===== src/rtl/spi_sram_pkg.sv =====
// Shared constants, FSM state type and helpers for the SPI serial-SRAM controller.
package spi_sram_pkg;

    localparam logic [7:0] CMD_READ   = 8'h03;
    localparam logic [7:0] CMD_WRITE  = 8'h02;
    localparam int         FRAME_BITS = 32;

    typedef enum logic [1:0] {IDLE, SHIFT, HOLD, DONE} state_t;

    // Write wins when both qualifiers are set; a bare request is treated as a read.
    function automatic logic dir_is_write(input logic rd, input logic wr);
        case ({wr, rd})
            2'b10, 2'b11: return 1'b1;
            default:      return 1'b0;
        endcase
    endfunction

endpackage


===== src/rtl/spi_sclk_gen.sv =====
// SCLK generator: half-period counter producing the SCLK level plus rise/fall strobes.
module spi_sclk_gen #(
    parameter int CLK_DIV = 1
) (
    input  logic clk,
    input  logic reset,
    input  logic en,
    input  logic clear,
    output logic sclk,
    output logic rise_tick,
    output logic fall_tick
);

    localparam logic [7:0] DIV_M1 = 8'(CLK_DIV - 1);

    logic [7:0] cnt;
    logic       wrap;

    assign wrap      = en && !clear && (cnt == DIV_M1);
    assign rise_tick = wrap && !sclk;
    assign fall_tick = wrap && sclk;

    always_ff @(posedge clk) begin
        if (reset || clear) begin
            cnt  <= '0;
            sclk <= 1'b0;
        end else if (en) begin
            if (wrap) begin
                cnt  <= '0;
                sclk <= ~sclk;
            end else begin
                cnt <= cnt + 8'd1;
            end
        end
    end

endmodule


===== src/rtl/spi_sram_ctrl.sv =====
// CPU-side single-byte access to a 23LC512-class SPI SRAM: one mode-0 frame per request.
module spi_sram_ctrl #(
    parameter int CLK_DIV = 1
) (
    input  logic        clk,
    input  logic        reset,
    input  logic [15:0] cpu_addr,
    input  logic [7:0]  cpu_wdata,
    input  logic        cpu_read,
    input  logic        cpu_write,
    input  logic        cpu_req,
    output logic        cpu_ready,
    output logic [7:0]  cpu_rdata,
    output logic        spi_cs_n,
    output logic        spi_sclk,
    output logic        spi_mosi,
    input  logic        spi_miso
);
    import spi_sram_pkg::*;

    localparam logic [7:0] DIV_M1 = 8'(CLK_DIV - 1);

    state_t                state, state_nx;
    logic [FRAME_BITS-1:0] shreg;
    logic [4:0]            bit_cnt;
    logic [7:0]            hold_cnt;
    logic [7:0]            rx_byte;
    logic                  is_wr;
    logic                  wr_dir;
    logic                  sh_en;
    logic                  rise_tick;
    logic                  fall_tick;

    assign wr_dir = dir_is_write(cpu_read, cpu_write);
    assign sh_en  = (state == SHIFT);

    spi_sclk_gen #(.CLK_DIV(CLK_DIV)) u_sclk (
        .clk       (clk),
        .reset     (reset),
        .en        (sh_en),
        .clear     (!sh_en),
        .sclk      (spi_sclk),
        .rise_tick (rise_tick),
        .fall_tick (fall_tick)
    );

    always_ff @(posedge clk) begin
        if (reset) state <= IDLE;
        else       state <= state_nx;
    end

    always_comb begin
        state_nx = state;
        case (state)
            IDLE:    if (cpu_req) state_nx = SHIFT;
            SHIFT:   if (fall_tick && bit_cnt == 5'd31) state_nx = HOLD;
            HOLD:    if (hold_cnt == DIV_M1) state_nx = DONE;
            DONE:    state_nx = IDLE;
            default: state_nx = IDLE;
        endcase
    end

    always_ff @(posedge clk) begin
        if (reset) begin
            shreg     <= '0;
            bit_cnt   <= '0;
            hold_cnt  <= '0;
            rx_byte   <= '0;
            is_wr     <= 1'b0;
            cpu_rdata <= '0;
        end else begin
            case (state)
                IDLE: begin
                    hold_cnt <= '0;
                    if (cpu_req) begin
                        is_wr   <= wr_dir;
                        bit_cnt <= '0;
                        shreg   <= {wr_dir ? CMD_WRITE : CMD_READ, cpu_addr,
                                    wr_dir ? cpu_wdata : 8'h00};
                    end
                end
                SHIFT: begin
                    // Only the final 8 samples survive, which is exactly the data byte.
                    if (rise_tick) rx_byte <= {rx_byte[6:0], spi_miso};
                    if (fall_tick) begin
                        shreg   <= {shreg[FRAME_BITS-2:0], 1'b0};
                        bit_cnt <= bit_cnt + 5'd1;
                    end
                end
                HOLD: begin
                    hold_cnt <= hold_cnt + 8'd1;
                    if (state_nx == DONE && !is_wr) cpu_rdata <= rx_byte;
                end
                default: hold_cnt <= '0;
            endcase
        end
    end

    assign spi_cs_n  = !(state == SHIFT || state == HOLD);
    assign spi_mosi  = (state == SHIFT) && shreg[FRAME_BITS-1];
    assign cpu_ready = (state == DONE);

endmodule

===== config.mk =====
export PLATFORM = sky130hd
export DESIGN_NAME = spi_sram_ctrl
export DESIGN_NICKNAME = d
export VERILOG_FILES = /design/src/rtl/spi_sram_pkg.sv /design/src/rtl/spi_sclk_gen.sv /design/src/rtl/spi_sram_ctrl.sv
export SDC_FILE = /design/constraint.sdc
export NUM_CORES = 1
export LEC_CHECK = 0
export ABC_AREA = 1
export ABC_CLOCK_PERIOD_IN_PS = 2100
export BUFFER_PORTS_ARGS = -buffer_cell sky130_fd_sc_hd__buf_4
export CORE_MARGIN = 2
export CORE_UTILIZATION = 60
export CTS_BUF_LIST = sky130_fd_sc_hd__clkbuf_2
export CTS_CLUSTER_SIZE = 16
export DETAILED_ROUTE_END_ITERATION = 10
export PLACE_DENSITY = 0.9
export SYNTH_ARGS = -nofsm -noshare
export SYNTH_HDL_FRONTEND = slang
export SYNTH_SLANG_ARGS = --single-unit

===== constraint.sdc =====
create_clock -name clk -period 2.1 [get_ports clk]
set_input_delay 0.42 -clock clk [delete_from_list [all_inputs] [get_ports clk]]
set_output_delay 0.42 -clock clk [all_outputs]
set_load 0.01 [all_outputs]

==> summary.md <==
| Metric | Value |
|---|---|
| Pwr/cell area | 704 nW/um^2 |
| Kind of critical path | reg2out |
| Static Leakage | 1.61 nW |
| Die Ht | 78.4 um |
| Fillers | 451 |
| Largest net degree at the start of global routing | 35 |
| Skew-Pair Late Insertion Delay | 0.49 ns |
| Tot Pwr | 0.00265 W |
| Setup TNS | 0 ns |
| Post-CTS setup buffer count | 0 |
| Synth Net Count | 490 |
| 1st-pass router iterations | 6 |
| Wire length per cell | 11.2 um |
| Register area share after synthesis | 44.0% |
| Dpl hpwl | 4.56 mm |
| Final setup fails | 0 |
| Hold_buf cts | 0 |
| Worst hold path class | in2reg |
| Final period util | 97.4% |
| Synth area leader | dfxtp_1 |
| Ys Warns | 0 |
| Slew Limit Fails | 0 |
| RePlAce Congestion | 0.810 |
| Multi-input gate area | 1470 um^2 |
| Clock skew | 0.0219 ns |
| Vias in the first global route | 2,532 |
| # clock sinks | 73 |
| GRT Residual Overflow | 0 |
| Starting density of the core | 61.1% |
| Num CTS Buffers | 9 |
| WL met3 | 279 um |
| Post-Layout Cell Count | 569 |
| Flops & latches, synth | 73 |
| Setup crit end kind | primary output |
| Crit path DAT | 1.63 ns |
| Mapped Area | 3320 um^2 |
| Vias | 2,947 |
| Final WL | 6.39 mm |
| Rel. slew slack | 68.2% |
| Worst Hold Launch | reset |
| Drt drc | 0 |
| Post-route minimum period | 2.05 ns |
| CP startpoint | state[1]$_SDFF_PP0_ |
| Cts repair resizes | 2 |
| Synth top area cells | dfxtp_1 (44%), o21ai_0 (9.0%), nand2_1 (8.0%) |
| Area growth syn-to-layout | 13.3% |
| Reg2reg start | state[0]$_SDFF_PP0_ |
| Final ANT Viol Nets | 0 |
| Antenna violations before repair | 0 |
| # diodes | 0 |
| Number of port buffers | 40 |
| Max layer used | met4 |
| Max Cap Viol | 0 |
| Final Hold Viols | 0 |
| Starting DRT DRC Count | 178 |
| Core box area | 5440 um^2 |
| Post-DP Area | 3670 um^2 |
| Register area | 1460 um^2 |
| Top Ports | 42 |
| Worst vdd ir | 0.427 mV |
| Die ar. | 6150 um^2 |
| Mapped Cells | 450 |
| Worst-margin pin slew | 0.476 ns |
| FMAX | 489 MHz |
| H-tree depth | 3 |
| Top-area cell type share of the netlist area | 44.0% |
| CTS tree | yes |
| Avg Cell Area, Syn | 7.38 um^2 |
| Placed cell count | 553 |
| Root buffer cell | clkbuf_2 |
| Status | complete, no violations |
| Unique masters post-synth | 33 |
| Die outline width | 78.4 um |
| Clock transition at path regs | 0.20 ns |
| Final core occ | 69.2% |
| Critical Path Source Type | register |
| WL met2 | 3.14 mm |
| First-pass GRT wire length | 10.8 mm |
| RSZ-0062 raised after global routing | true |
| # nets final | 532 |
| Worst-path fanout max | 5 |
| Post-DR vias/cell | 5.18 |
| Cell row count | 27 |
| Design area | 3760 um^2 |
| WL met1 | 2.90 mm |
| Layout cells sized above 1 | 16.1% |
| Bufs on Longest Clock Path | 2 |
| Total track usage | 21.7% |
| Required @ worst endpoint | 1.68 ns |
[cell families (layout without fill, tap and decap cells)]
group                    count (synthesis)  count (layout)  synth area share [%]
adder cells (fa/ha/maj)                 10              10                  3.77
buffers and inverters                   92             139                  11.8
AND/OR/NAND/NOR                        147             147                  19.5
flip-flops                              73              73                  44.0
AO/OA/AOI/OAI                          127             127                  20.7
XOR/XNOR                                 1               1                 0.264
[cells in the final DEF (no fill, tap or decap), types with 3 or more instances in the layout]
master    count
nand2_1      71
nand4_1      11
clkinv_2      3
nand3_2       3
clkbuf_2     10
o21ai_0      60
nor3_1        3
a21oi_1      50
buf_4        50
ha_1          9
nor2_1       44
inv_1        70
dfxtp_1      72
nand3_1       6
a22oi_1       8
[where the power goes]
part	total, W	leakage, nW	switching (W)	internal [W]
logic	0.000461	0.958	0.000288	0.000173
registers	0.00155	0.598	0.0000517	0.00150
clock network	0.000634	0.0591	0.000482	0.000153
total	0.00265	1.61	0.000821	0.00183
[metal layers]
metal,global-route usage [%],up-vias
met2,36.8,67
met5,0,-
met4,7.19,0
met3,5.52,8
li1,-,1539
met1,27.0,1333
[Yosys cell counts, drive strengths merged]
cell / instances
nand2: 74
dfxtp: 73
inv: 72
o21ai: 63
a21oi: 50
nor2: 46
nand4: 11
buf: 10
ha: 10
clkbuf: 9
nand3: 9
a22oi: 8
nor3: 4
nor3b: 2
o21a: 2
a211oi: 1
a311oi: 1
and3: 1
clkinv: 1
o211ai: 1
o22ai: 1
xor2: 1
[final cells by class]
type	instances	share of cell area [%]
Timing Repair Buffer	50	9.98
Sequential cell	73	38.9
Clock buffer	10	1.33
Tap cell	72	2.40
Clock inverter	6	0.931
Inverter	73	7.35
Multi-Input combinational cell	285	39.1
[per-stage QoR]
step	setup slack [ns]	hold WS (ns)
final	0.0541	0.116
after global placement	0.270	0.431
after floorplan	0.492	0.423
after global routing	-0.0590	0.0944
after CTS	0.0148	0.0972
after detailed placement	0.148	0.440
[state kept, by name (all words and copies together) (netlist names)]
name         count
hold_cnt         8
bit_cnt          5
rx_byte          8
u_sclk.cnt       8
is_wr            1
state            2
cpu_rdata        8
u_sclk.sclk      1
shreg           32
[final timing paths]
path | endpoint | slack, ns | cells past startpoint
worst min register to register | shreg[9]$_SDFFE_PP0P_ | 0.46 | 2
worst max register to register | shreg[20]$_SDFFE_PP0P_ | 0.12 | 8
worst max-delay path | spi_mosi | 0.05 | 6
worst min-delay path | is_wr$_SDFFE_PP0P_ | 0.12 | 2
[critical path: stages (launching register included)]
cell and delay [ns]:
dfxtp_2 0.38, inv_1 0.12, ha_2 0.27, buf_4 0.15, nand2_1 0.06, inv_1 0.05
buf_4 0.11
(Power assumes the default switching activity.)
